`src/rtl/time_display_pkg.sv`:
```
// Shared constants and types for the multiplexed four-digit clock display.
// Digit positions, active-low seven-segment patterns and the frame snapshot layout.
package time_display_pkg;

  localparam logic [1:0] DIG_MU = 2'd0;
  localparam logic [1:0] DIG_MT = 2'd1;
  localparam logic [1:0] DIG_HU = 2'd2;
  localparam logic [1:0] DIG_HT = 2'd3;

  // Segment order is {g,f,e,d,c,b,a}; a 0 lights the segment.
  localparam logic [6:0] SEG_0    = 7'b1000000;
  localparam logic [6:0] SEG_1    = 7'b1111001;
  localparam logic [6:0] SEG_2    = 7'b0100100;
  localparam logic [6:0] SEG_3    = 7'b0110000;
  localparam logic [6:0] SEG_4    = 7'b0011001;
  localparam logic [6:0] SEG_5    = 7'b0010010;
  localparam logic [6:0] SEG_6    = 7'b0000010;
  localparam logic [6:0] SEG_7    = 7'b1111000;
  localparam logic [6:0] SEG_8    = 7'b0000000;
  localparam logic [6:0] SEG_9    = 7'b0010000;
  localparam logic [6:0] SEG_DASH = 7'b0111111;
  localparam logic [6:0] SEG_OFF  = 7'b1111111;

  localparam logic [3:0] AN_OFF = 4'b1111;

  typedef struct packed {
    logic [1:0] hr_tens;
    logic [3:0] hr_units;
    logic [2:0] min_tens;
    logic [3:0] min_units;
  } snap_t;

  localparam snap_t SNAP_ZERO = '0;

  function automatic logic [3:0] an_select_n(input logic [1:0] idx);
    return ~(4'b0001 << idx);
  endfunction

endpackage

```
`src/rtl/bcd_to_seg7.sv`:
```
// Combinational BCD to active-low seven-segment decoder.
// Codes 10-15 are not valid digits and show a dash so a bad input is visible.
module bcd_to_seg7
  import time_display_pkg::*;
(
  input  logic [3:0] i_bcd,
  output logic [6:0] o_seg
);

  always_comb begin
    o_seg = SEG_DASH;
    case (i_bcd)
      4'd0:    o_seg = SEG_0;
      4'd1:    o_seg = SEG_1;
      4'd2:    o_seg = SEG_2;
      4'd3:    o_seg = SEG_3;
      4'd4:    o_seg = SEG_4;
      4'd5:    o_seg = SEG_5;
      4'd6:    o_seg = SEG_6;
      4'd7:    o_seg = SEG_7;
      4'd8:    o_seg = SEG_8;
      4'd9:    o_seg = SEG_9;
      default: o_seg = SEG_DASH;
    endcase
  end

endmodule

```
`src/rtl/time_display_scan.sv`:
```
// Scans hours/minutes digits onto a 4-digit common-anode display with ghost blanking,
// per-frame snapshot, leading-zero suppression and set-mode blink; outputs registered, 1 cycle latency.
module time_display_scan
  import time_display_pkg::*;
#(
  parameter int REFRESH_DIV = 50000,
  parameter int BLANK_CYC   = 4,
  parameter int BLINK_DIV   = 25000000,
  parameter int LZ_BLANK    = 1
) (
  input  logic       clkmain,
  input  logic       clear_n,
  input  logic [1:0] hr_tens,
  input  logic [3:0] hr_units,
  input  logic [2:0] min_tens,
  input  logic [3:0] min_units,
  input  logic       set_time,
  output logic [6:0] seg,
  output logic [3:0] an,
  output logic       dp
);

  localparam int PW = (REFRESH_DIV > 1) ? $clog2(REFRESH_DIV) : 1;
  localparam int BW = (BLINK_DIV > 1) ? $clog2(BLINK_DIV) : 1;

  localparam logic [PW-1:0] PRESC_LAST  = PW'(REFRESH_DIV - 1);
  localparam logic [PW-1:0] PRESC_BLANK = PW'(BLANK_CYC);
  localparam logic [BW-1:0] BLINK_LAST  = BW'(BLINK_DIV - 1);

  logic [PW-1:0] r_presc;
  logic [1:0]    r_idx;
  logic [BW-1:0] r_blink_cnt;
  logic          r_blink_phase;
  snap_t         r_snap;

  logic          w_tick;
  logic          w_frame_end;
  logic          w_blink_wrap;
  logic [3:0]    w_digit;
  logic [6:0]    w_seg_dec;
  logic          w_blank_pre;
  logic          w_blank_blink;
  logic          w_blank_lz;
  logic          w_blank;
  logic [3:0]    w_an_nxt;
  logic [6:0]    w_seg_nxt;
  logic          w_dp_nxt;

  assign w_tick       = (r_presc == PRESC_LAST);
  assign w_frame_end  = w_tick && (r_idx == DIG_HT);
  assign w_blink_wrap = (r_blink_cnt == BLINK_LAST);

  // Only the snapshot feeds the decoder, so a frame never mixes old and new digits.
  always_comb begin
    w_digit = 4'd0;
    case (r_idx)
      DIG_MU:  w_digit = r_snap.min_units;
      DIG_MT:  w_digit = {1'b0, r_snap.min_tens};
      DIG_HU:  w_digit = r_snap.hr_units;
      DIG_HT:  w_digit = {2'b00, r_snap.hr_tens};
      default: w_digit = 4'd0;
    endcase
  end

  bcd_to_seg7 u_bcd_to_seg7 (
    .i_bcd (w_digit),
    .o_seg (w_seg_dec)
  );

  // The leading dead time lets the previous digit's anode fully turn off before the new pattern.
  assign w_blank_pre   = (r_presc < PRESC_BLANK);
  assign w_blank_blink = set_time && r_blink_phase;
  assign w_blank_lz    = (LZ_BLANK != 0) && (r_idx == DIG_HT) && (r_snap.hr_tens == 2'd0);
  assign w_blank       = w_blank_pre || w_blank_blink || w_blank_lz;

  assign w_an_nxt  = w_blank ? AN_OFF  : an_select_n(r_idx);
  assign w_seg_nxt = w_blank ? SEG_OFF : w_seg_dec;
  assign w_dp_nxt  = ~((r_idx == DIG_HU) && !w_blank && !r_blink_phase);

  always_ff @(posedge clkmain or negedge clear_n) begin
    if (!clear_n) begin
      r_presc       <= '0;
      r_idx         <= DIG_MU;
      r_blink_cnt   <= '0;
      r_blink_phase <= 1'b0;
      r_snap        <= SNAP_ZERO;
      an            <= AN_OFF;
      seg           <= SEG_OFF;
      dp            <= 1'b1;
    end else begin
      r_presc <= w_tick ? '0 : r_presc + 1'b1;

      if (w_tick) begin
        r_idx <= r_idx + 2'd1;
      end

      if (w_frame_end) begin
        r_snap <= '{hr_tens:   hr_tens,
                    hr_units:  hr_units,
                    min_tens:  min_tens,
                    min_units: min_units};
      end

      if (w_blink_wrap) begin
        r_blink_cnt   <= '0;
        r_blink_phase <= ~r_blink_phase;
      end else begin
        r_blink_cnt <= r_blink_cnt + 1'b1;
      end

      an  <= w_an_nxt;
      seg <= w_seg_nxt;
      dp  <= w_dp_nxt;
    end
  end

endmodule

```
`config.mk`:
```
export PLATFORM = sky130hd
export DESIGN_NAME = time_display_scan
export DESIGN_NICKNAME = d
export VERILOG_FILES = /design/src/rtl/time_display_pkg.sv /design/src/rtl/bcd_to_seg7.sv /design/src/rtl/time_display_scan.sv
export SDC_FILE = /design/constraint.sdc
export NUM_CORES = 1
export LEC_CHECK = 0
export CAP_MARGIN = 20
export CELL_PAD_IN_SITES_DETAIL_PLACEMENT = 2
export CELL_PAD_IN_SITES_GLOBAL_PLACEMENT = 2
export CORE_UTILIZATION = 39
export DETAILED_ROUTE_END_ITERATION = 8
export PLACE_DENSITY = 0.78
export SYNTH_ARGS = -nofsm -noshare
export SYNTH_HDL_FRONTEND = slang
export SYNTH_HIERARCHICAL = 1
export SYNTH_SLANG_ARGS = --single-unit
export TNS_END_PERCENT = 1
```
`constraint.sdc`:
```
create_clock -name clkmain -period 2.3 [get_ports clkmain]
set_input_delay 0.345 -clock clkmain [delete_from_list [all_inputs] [get_ports clkmain]]
set_output_delay 0.345 -clock clkmain [all_outputs]
set_load 0.03 [all_outputs]
```
==> flow_summary.yaml <==
status:
  outcome: "completed"
cts:
  insertion_delay_ns: 0.34
  htreeDepth: 3
  clk_pin_slew_ns: 0.08
  numCtsBuffers: 9
  clockBufferDepth: 2
  root_buffer: "clkbuf_8"
  cts_tree: "yes"
  clkSinkCount: 69
critical_path:
  path_cells: "ha_1, a222oi_1, mux2i_2, buf_4, ha_1, o21ai_0, o31ai_1, nand2b_1"
  path_buf_inv: 1
  critical_path.endpoint_type: "flop"
  cp_top_family: "compound AO/OA/AOI/OAI gates"
  crit_type: "reg -> reg"
  cp.required_ns: 2.57
  crit_path_start_kind: "flop"
  crit_path_frequent_cell: "ha_1"
  cp_slowest_cell: "a222oi_1"
  slowest_delay_ns: 0.47
  cp.arrival_ns: 2.49
  cp_max_fo: 5
finish:
  area_growth_pct: 18.71
  final_layout_size_suffix_gt1_share_pct: 17.66
  fillCellCount: 859
  antenna_cells: 0
  nets: 374
  fin_util_pct: 48.45
global_route:
  antenna_found_initial: 0
  grt_pass1_vias: 2687
  grt_max_degree: 70
  grt_pass1_wl_um: 13530
  grt.total_usage_pct: 19.68
  grt_remaining_overflow: 0
sta:
  finalSetupViolations: 0
  setup_tns_ns: 0
  period_needed_ns: 2.226
  rsz0062_at_grt: "true"
  clock-skew-final_ns: 0.01252
  hold_violations: 0
  fin_crit_sh_pct: 96.77
  slew_violations: 0
  max_freq_mhz: 449.3
  worst_slew_pin_slew_ns: 0.5007
  slew_headroom_pct: 66.36
yosys:
  yosys.cell_types.count: 47
  syn_area_um2: 3405
  syn_avg_cell_area_um2: 11.20
  synth-warning-count: 6
  async_flop_share_pct: 100.0
  syn_inst: 304
  synth_seq_cells: 69
  synth-edff-count: 0
  synthesis.nets: 332
  seq_area_frac_synth_pct: 51.16
  synth_ff_type: "dfrtp_1"
drt:
  num_vias: 2468
  viasPerCell: 5.412
  wl_um: 8172
  antenna_left: 0
  first_pass_iters: 4
  drcViolationCount: 0
  drt_iter0_drc: 61
  wire_per_inst_um: 17.92
hold_path:
  min_path_type: "in -> async"
floorplan:
  io_pins: 28
  die_x_um: 95.43
  die_area_um2: 9107
  rows: 33
  core_um2: 8341
  initial_utilization_pct: 40.82
  die_h_um: 95.43
placed_design:
  numPortBuffers: 27
  hpwl_um: 5652
  gp_congestion: 0.7275
job:
  cap_viol_max_count: 0
power:
  leakagePower_uw: 0.001792
  pwr-share-comb_pct: 7.0
  p_per_area_nw_per_um2: 582.0
  power_frac_seq_pct: 53.4
  vdd_drop_max_uv: 303.4
  p_sw_share_pct: 23.22
  p_switching_uw: 546.0
  p_int_uw: 1806
  clkPwrFrac_pct: 39.6
## kinds of logic after synthesis
group	Yosys count	share of synthesized area [%]
and+or+nand+nor	123	21.17
xor gates and xnor gates	30	7.718
adders and majority gates	12	4.410
buffers and inverters	21	3.013
muxes	16	6.284
AOI/OAI and AO/OA	33	6.248
DFF	69	51.16
## layout by cell type (no fill, tap or decap), types with 2 or more instances in the layout
cell type	instances
a222oi_1	3
a22oi_1	3
nand2_1	20
nand2b_1	10
clkbuf_8	12
dfstp_2	12
inv_1	12
or4_1	7
or3_1	3
nand4_1	11
nand3_1	14
xor2_1	14
clkbuf_1	3
o31ai_1	7
and3_1	6
o21ai_0	6
nor2b_1	2
a21oi_1	11
buf_4	12
and2_1	2
and4_1	4
nor4_1	5
nor3_1	4
dfrtp_1	57
nor2_1	21
ha_1	11
mux2_4	10
clkdlybuf4s50_1	26
xnor2_1	16
mux2_2	3
mux2i_1	2
## flip-flops by register name, indices dropped and copies added, names as in the netlist
signal	cells
r_presc	16
r_blink_cnt	25
dp	1
seg	7
an	4
r_blink_phase	1
r_idx	2
r_snap	13
## path summary, 6_finish.rpt
path	from	to	slack, ns	cells past startpoint
setup / recovery	r_idx[1]$_DFFE_PN0N_	seg[5]$_DFF_PN1_	0.07	8
max in group asynchronous	clear_n	an[2]$_DFF_PN1_	1.92	2
min in group clkmain	r_presc[0]$_DFF_PN0_	r_presc[0]$_DFF_PN0_	0.48	1
setup reg to reg	r_idx[1]$_DFFE_PN0N_	seg[5]$_DFF_PN1_	0.07	8
hold / removal	clear_n	r_snap[12]$_DFFE_PN0P_	0.02	2
hold reg to reg	r_presc[0]$_DFF_PN0_	r_presc[0]$_DFF_PN0_	0.48	1
## metal layers
metal,wire length [µm],GRT usage (%),up-vias
met5,0,0,-
met4,96,5.721,0
met3,201,3.589,9
met2,4100,34.58,33
met1,3774,24.56,1271
li1,-,-,1155
## timing repair
| action | CTS | global route |
|---|---|---|
| buffers inserted | 0 | 2 |
| setup endpoints to repair | 0 | 4 |
| gates resized for setup | 0 | 2 |
| hold buffers | 0 | 0 |
## cells in the mapped netlist (2+ instances only)
library cell | instances | area share (%)
dfrtp_1 | 57 | 42
nor2_1 | 21 | 2.3
nand2_1 | 20 | 2.2
xnor2_1 | 16 | 4.1
nand3_1 | 14 | 2.1
xor2_1 | 14 | 3.6
dfstp_2 | 12 | 9.3
ha_1 | 12 | 4.4
inv_1 | 12 | 1.3
a21oi_1 | 11 | 1.6
nand4_1 | 11 | 2.0
mux2_4 | 10 | 4.4
nand2b_1 | 10 | 1.8
o31ai_1 | 7 | 1.5
or4_1 | 7 | 1.5
and3_1 | 6 | 1.1
o21ai_0 | 6 | 0.88
clkbuf_1 | 5 | 0.55
nor4_1 | 5 | 0.92
and4_1 | 4 | 1.0
nor3_1 | 4 | 0.59
a222oi_1 | 3 | 0.88
a22oi_1 | 3 | 0.66
buf_6 | 3 | 0.99
mux2_2 | 3 | 0.99
mux2i_1 | 3 | 0.88
or3_1 | 3 | 0.55
and2_1 | 2 | 0.37
nor2b_1 | 2 | 0.37
## final cells by class
type | instances | area (µm²) | area share [%]
Inverter | 12 | 45.04 | 1.115
Sequential cell | 69 | 1742 | 43.10
Tap cell | 105 | 131.4 | 3.251
Timing Repair Buffer | 40 | 375.4 | 9.288
Multi-Input combinational cell | 214 | 1567 | 38.76
Clock inverter | 1 | 5.005 | 0.1238
Clock buffer | 15 | 176.4 | 4.365
## metrics by stage
stage / hold WS [ns] / std cells / setup WS, ns / cell area [µm²] / total power, µW
4_1_cts: 0.04189 / 454 / 0.04719 / 4020 / 2378
3_3_place_gp: 0.4055 / 438 / 0.1947 / 3839 / 1436
3_5_place_dp: 0.4067 / 438 / 0.07375 / 3839 / 1442
2_1_floorplan: 0.04941 / 304 / 0.1610 / 3405 / 1352
6_report: 0.02298 / 456 / 0.07437 / 4041 / 2352
5_1_grt: 0.04885 / 456 / -0.04707 / 4041 / 2452
## power groups by stage
stage	Sequential, µW	Clock (µW)	Combinational, µW
floorplan	1300	0	55.8
global placement	1280	0	160
detailed placement	1280	0	165
CTS	1260	957	166
global route	1260	1010	182
finish	1260	931	166
## worst register-to-register path, delay by kind of cell (launching register included)
kind / cells / cell delay [ns]
AOI/OAI and AO/OA: 3 / 0.72
adders and majority gates: 2 / 0.50
DFF: 1 / 0.42
muxes: 1 / 0.19
buffers and inverters: 1 / 0.17
and+or+nand+nor: 1 / 0.14
No activity file was read; power rests on OpenSTA's default activity.
